--- config.mk ---
export PLATFORM = sky130hd
export DESIGN_NAME = commit_trace_buffer
export DESIGN_NICKNAME = d
export VERILOG_FILES = /design/src/rtl/commit_trace_pkg.sv /design/src/rtl/trace_fifo.sv /design/src/rtl/commit_trace_buffer.sv
export SDC_FILE = /design/constraint.sdc
export NUM_CORES = 2
export LEC_CHECK = 0
export BUFFER_PORTS_ARGS = -buffer_cell sky130_fd_sc_hd__buf_2
export CAP_MARGIN = 5
export CORE_MARGIN = 5
export CORE_UTILIZATION = 46
export DETAILED_ROUTE_END_ITERATION = 7
export GPL_ROUTABILITY_DRIVEN = 0
export HOLD_SLACK_MARGIN = 0.1
export REMOVE_ABC_BUFFERS = 1
export SYNTH_ARGS = -nofsm -noshare
export SYNTH_HDL_FRONTEND = slang
export SYNTH_HIERARCHICAL = 1
export SYNTH_SLANG_ARGS = --single-unit
--- constraint.sdc ---
create_clock -name clk_i -period 45.1 [get_ports clk_i]
set_input_delay 6.765 -clock clk_i [delete_from_list [all_inputs] [get_ports clk_i]]
set_output_delay 6.765 -clock clk_i [all_outputs]
set_load 0.05 [all_outputs]
--- src/rtl/commit_trace_pkg.sv ---
// Shared types for the commit trace buffer: the retire record carried through the FIFO.
package commit_trace_pkg;

  localparam int XLEN = 32;

  typedef struct packed {
    logic [31:0]     seq;
    logic [XLEN-1:0] pc;
    logic [XLEN-1:0] instr;
    logic [4:0]      reg_addr;
    logic [XLEN-1:0] reg_data;
    logic            mem_wrt;
    logic [XLEN-1:0] mem_addr;
    logic [XLEN-1:0] mem_data;
  } commit_rec_t;

endpackage

--- src/rtl/trace_fifo.sv ---
// Generic first-word-fall-through sync FIFO with extra-MSB pointers and a synchronous flush.
module trace_fifo #(
  parameter type T     = logic,
  parameter int  DEPTH = 16
) (
  input  logic                   clk,
  input  logic                   rst_n,
  input  logic                   flush,
  input  logic                   wr_en,
  input  T                       wr_data,
  output logic                   wr_accept,
  input  logic                   rd_ready,
  output logic                   rd_valid,
  output T                       rd_data,
  output logic                   rd_fire,
  output logic [$clog2(DEPTH):0] level,
  output logic                   full,
  output logic                   empty
);

  localparam int AW = $clog2(DEPTH);

  logic [AW:0]   wr_ptr;
  logic [AW:0]   rd_ptr;
  logic [AW-1:0] wr_addr;
  T              mem [DEPTH];

  assign empty    = (wr_ptr == rd_ptr);
  assign full     = (wr_ptr[AW] != rd_ptr[AW]) && (wr_ptr[AW-1:0] == rd_ptr[AW-1:0]);
  assign level    = wr_ptr - rd_ptr;
  assign rd_valid = ~empty;
  assign rd_data  = mem[rd_ptr[AW-1:0]];

  // A flush discards the head, so a pop presented with it never happens.
  assign rd_fire   = rd_valid & rd_ready & ~flush;
  assign wr_accept = wr_en & (flush | ~full | rd_fire);
  assign wr_addr   = flush ? '0 : wr_ptr[AW-1:0];

  always_ff @(posedge clk or negedge rst_n) begin
    if (!rst_n) begin
      wr_ptr <= '0;
      rd_ptr <= '0;
    end else if (flush) begin
      rd_ptr <= '0;
      wr_ptr <= {{AW{1'b0}}, wr_accept};
    end else begin
      if (wr_accept) wr_ptr <= wr_ptr + 1'b1;
      if (rd_fire)   rd_ptr <= rd_ptr + 1'b1;
    end
  end

  // Storage is deliberately not reset; contents are only observed while valid.
  always_ff @(posedge clk) begin
    if (wr_accept) mem[wr_addr] <= wr_data;
  end

endmodule

--- src/rtl/commit_trace_buffer.sv ---
// Captures core retire events, normalises and sequence-numbers them, and buffers them for a
// valid/ready trace consumer. Overflowing events are dropped and counted.
module commit_trace_buffer
  import commit_trace_pkg::*;
#(
  parameter int DEPTH = 16,
  parameter int XLEN  = commit_trace_pkg::XLEN,
  parameter int CNT_W = 16
) (
  input  logic                   clk_i,
  input  logic                   rstn_i,
  input  logic                   update_i,
  input  logic [XLEN-1:0]        pc_i,
  input  logic [XLEN-1:0]        instr_i,
  input  logic [4:0]             reg_addr_i,
  input  logic [XLEN-1:0]        reg_data_i,
  input  logic [XLEN-1:0]        mem_addr_i,
  input  logic [XLEN-1:0]        mem_data_i,
  input  logic                   mem_wrt_i,
  input  logic                   flush_i,
  output logic                   trace_valid_o,
  input  logic                   trace_ready_i,
  output commit_rec_t            trace_rec_o,
  output logic [$clog2(DEPTH):0] level_o,
  output logic                   full_o,
  output logic                   empty_o,
  output logic [CNT_W-1:0]       drop_cnt_o
);

  logic        update_q;
  logic        evt;
  logic        accept;
  logic        pop_fire;
  logic [31:0] seq;
  commit_rec_t cap_rec;

  // update_q starts high so a strobe already high at reset release is not an event.
  always_ff @(posedge clk_i or negedge rstn_i) begin
    if (!rstn_i) update_q <= 1'b1;
    else         update_q <= update_i;
  end

  assign evt = update_i & ~update_q;

  always_comb begin
    cap_rec          = '0;
    cap_rec.seq      = seq;
    cap_rec.pc       = pc_i;
    cap_rec.instr    = instr_i;
    cap_rec.reg_addr = reg_addr_i;
    cap_rec.reg_data = (reg_addr_i != 5'd0) ? reg_data_i : '0;
    cap_rec.mem_wrt  = mem_wrt_i;
    cap_rec.mem_addr = mem_wrt_i ? mem_addr_i : '0;
    cap_rec.mem_data = mem_wrt_i ? mem_data_i : '0;
  end

  // Sequence advances on dropped events too, so gaps are visible downstream.
  always_ff @(posedge clk_i or negedge rstn_i) begin
    if (!rstn_i)  seq <= '0;
    else if (evt) seq <= seq + 32'd1;
  end

  always_ff @(posedge clk_i or negedge rstn_i) begin
    if (!rstn_i)
      drop_cnt_o <= '0;
    else if (evt && !accept && (drop_cnt_o != {CNT_W{1'b1}}))
      drop_cnt_o <= drop_cnt_o + 1'b1;
  end

  trace_fifo #(
    .T     (commit_rec_t),
    .DEPTH (DEPTH)
  ) u_fifo (
    .clk       (clk_i),
    .rst_n     (rstn_i),
    .flush     (flush_i),
    .wr_en     (evt),
    .wr_data   (cap_rec),
    .wr_accept (accept),
    .rd_ready  (trace_ready_i),
    .rd_valid  (trace_valid_o),
    .rd_data   (trace_rec_o),
    .rd_fire   (pop_fire),
    .level     (level_o),
    .full      (full_o),
    .empty     (empty_o)
  );

  // pop_fire is consumed inside the FIFO; kept here for probing.
  logic unused_pop;
  assign unused_pop = pop_fire;

endmodule
==> results by group <==
Worst setup path
  • Startpoint Class: register
  • Reg-to-reg slack, setup: 37.62 ns
  • Crit path required time: 38.33 ns
  • Cells along the critical path: buf_12 -> buf_4 -> buf_4 -> buf_4 -> mux2i_1 -> a22oi_1 -> mux2i_1 -> o21ai_1 -> buf_2
  • Cell mode on critical path: buf_4
  • R2R Path Start: u_fifo/rd_ptr[3]
  • Highest-delay cell along the critical path: dfrtp_4
  • Worst path max stage delay: 1.07 ns
  • Critical Path AT: 6.87 ns
  • Crit. Startpoint: u_fifo/rd_ptr[1]
  • CP Capture Point: trace_rec_o[153]
  • CP Capture Type: output pin
  • Crit Path Max Fanout: 121
  • WS Path Type: reg -> out
  • RR Endpoint: u_fifo/mem[6][136]
  • FF-to-FF path depth: 10

Timing
  • Final Slew Violations: 0
  • Worst Skew: 0.0368 ns
  • Unrepaired setup endpoints after global routing: false
  • Fin crit share: 0.302
  • Tmin final: 13.63 ns
  • Setup WS post-layout: 31.47 ns
  • Final setup fails: 0
  • Max Freq: 73.4 MHz
  • Worst slew margin: 0.170
  • Worst slew pin tran: 1.25 ns
  • Endpoints failing hold: 0

Power and ir drop
  • Switching power: 1.65 mW
  • Total power: 6.81 mW
  • Static Leak: 44.2 nW
  • Pwr dens: 48.4 mW/mm²
  • VDD IR max: 0.0000393 V
  • Flop pwr share: 0.492
  • Pint: 5.16 mW
  • Clock share of power: 0.394
  • Comb power frac: 0.114
  • Sw Share: 0.242

Floorplan
  • I/O Pins: 393
  • Die height: 529 µm
  • Die area: 0.280 mm²
  • Die X: 529 µm
  • Num rows: 190
  • Starting Density: 0.462
  • Core Area: 0.268 mm²

Layout
  • Area occupied by registers: 0.0966 mm²
  • Most frequent cells in the layout: edfxtp_1, mux2i_1, mux4_2
  • Most common cell after layout, fill and taps aside: edfxtp_1
  • Final Cell Area: 0.141 mm²
  • Post-layout nets: 6374
  • Share of layout cells above drive strength 1: 0.246
  • Footprint of the multi-input gates: 0.0258 mm²
  • Synth-to-layout area growth: 13.3%
  • Number of fill cells: 20690

Global route
  • Initial antenna violation count: 47
  • GR Overflow Total: 0
  • First-pass GRT wire length: 447000 µm
  • Tot GR Track Use: 0.220
  • Vias in the first global route: 62813
  • Largest net degree at the start of global routing: 142

Yosys
  • Post-Syn Area: 0.124 mm²
  • Syn avg cell area: 21.9 µm²
  • Cell count after synthesis: 5668
  • Total number of yosys warnings: 6

Placement
  • Placed Area: 0.130 mm²
  • Port Buffer Count: 392
  • DP HPWL: 152000 µm
  • Setup Slack @ Placement: 32.24 ns

Clock network
  • Clock Sink Count: 3227
  • Root buffer cell: clkbuf_16
  • TritonCTS Buffers: 343
  • Deepest clock path buffer count: 4
  • H-Tree Level Count: 5
  • Clock transition at path regs: 0.06 ns
  • CTS tree: yes
  • Postcts setup bufs: 0
  • Post-cts gate resize count: 0
  • Cts hold-fix bufs: 0
  • Clk_lat worst skew: 0.89 ns

Outcome
  • Status: finished clean

Routing
  • Final wirelength: 312000 µm
  • Wire per inst: 31.1 µm
  • Number of nets with antenna violations after routing: 0
  • Post-route DRC: 0
  • Vias: 60301
  • Iter 0 DRT Violations: 5735
  • Routed vias/inst: 6.01
  • DR pass1 iterations: 5

Flow run
  • Max cap viols: 0

Hold path
  • Path type of the worst min-delay path: reg -> reg
-- per-stage QoR --
stage / hold slack, ns / setup TNS (ns) / std cells / utilization
after floorplan: 0.585 / -4524.76 / 5342 / -
after global placement: 0.486 / 0 / 9401 / 0.484
after detailed placement: 0.498 / 0 / 9401 / 0.484
after CTS: 0.511 / 0 / 10011 / 0.524
after global routing: 0.549 / 0 / 10014 / 0.524
final: 0.509 / 0 / 10028 / 0.524
-- layer usage --
layer,wire length (µm),track usage
met5,95,0
met4,7300,0.0534
met3,23300,0.0441
met2,147000,0.346
met1,134000,0.320
-- area by class of cell --
type,count,share of cell area
flip-flops and latches,3227,0.687
multi-input cells,2102,0.183
clock buffers,435,0.0648
well taps,3552,0.0316
repair buffers,507,0.0217
clock inverters,175,0.0106
inverters,13,0.000454
diodes,17,0.000303
-- worst max-delay path: cells and delay by family (launching register included) --
kind            cells  cell delay (ns)
compound gates      2             0.61
mux                 2             0.27
flops               1             1.07
buf+inv             5             3.82
-- worst min-delay path by stage --
stage	slack [ns]	start	cells after the start	endpoint
after global routing	0.55	drop_cnt_o[7]	1	drop_cnt_o[7]
after CTS	0.51	drop_cnt_o[7]	1	drop_cnt_o[7]
final	0.51	drop_cnt_o[7]	1	drop_cnt_o[7]
after floorplan	0.59	u_fifo/wr_ptr[4]	2	u_fifo/wr_ptr[4]
after global placement	0.49	drop_cnt_o[15]	1	drop_cnt_o[15]
after detailed placement	0.50	drop_cnt_o[7]	1	drop_cnt_o[7]
-- registers in the layout, indices dropped and copies added, names as in the netlist --
name / count
u_fifo/wr_ptr: 5
u_fifo/mem: 3168
u_fifo/rd_ptr: 5
update_q: 1
seq: 32
drop_cnt_o: 16
-- power groups by stage --
stage               Combinational [mW]  Sequential, mW  Clock [mW]
floorplan                         1.06            3.50           0
global placement                 0.787            3.41           0
detailed placement               0.791            3.41           0
CTS                              0.793            3.35        2.73
global route                     0.833            3.35        2.86
finish                           0.776            3.35        2.68
Note: power is estimated with default switching activity, not from simulation.
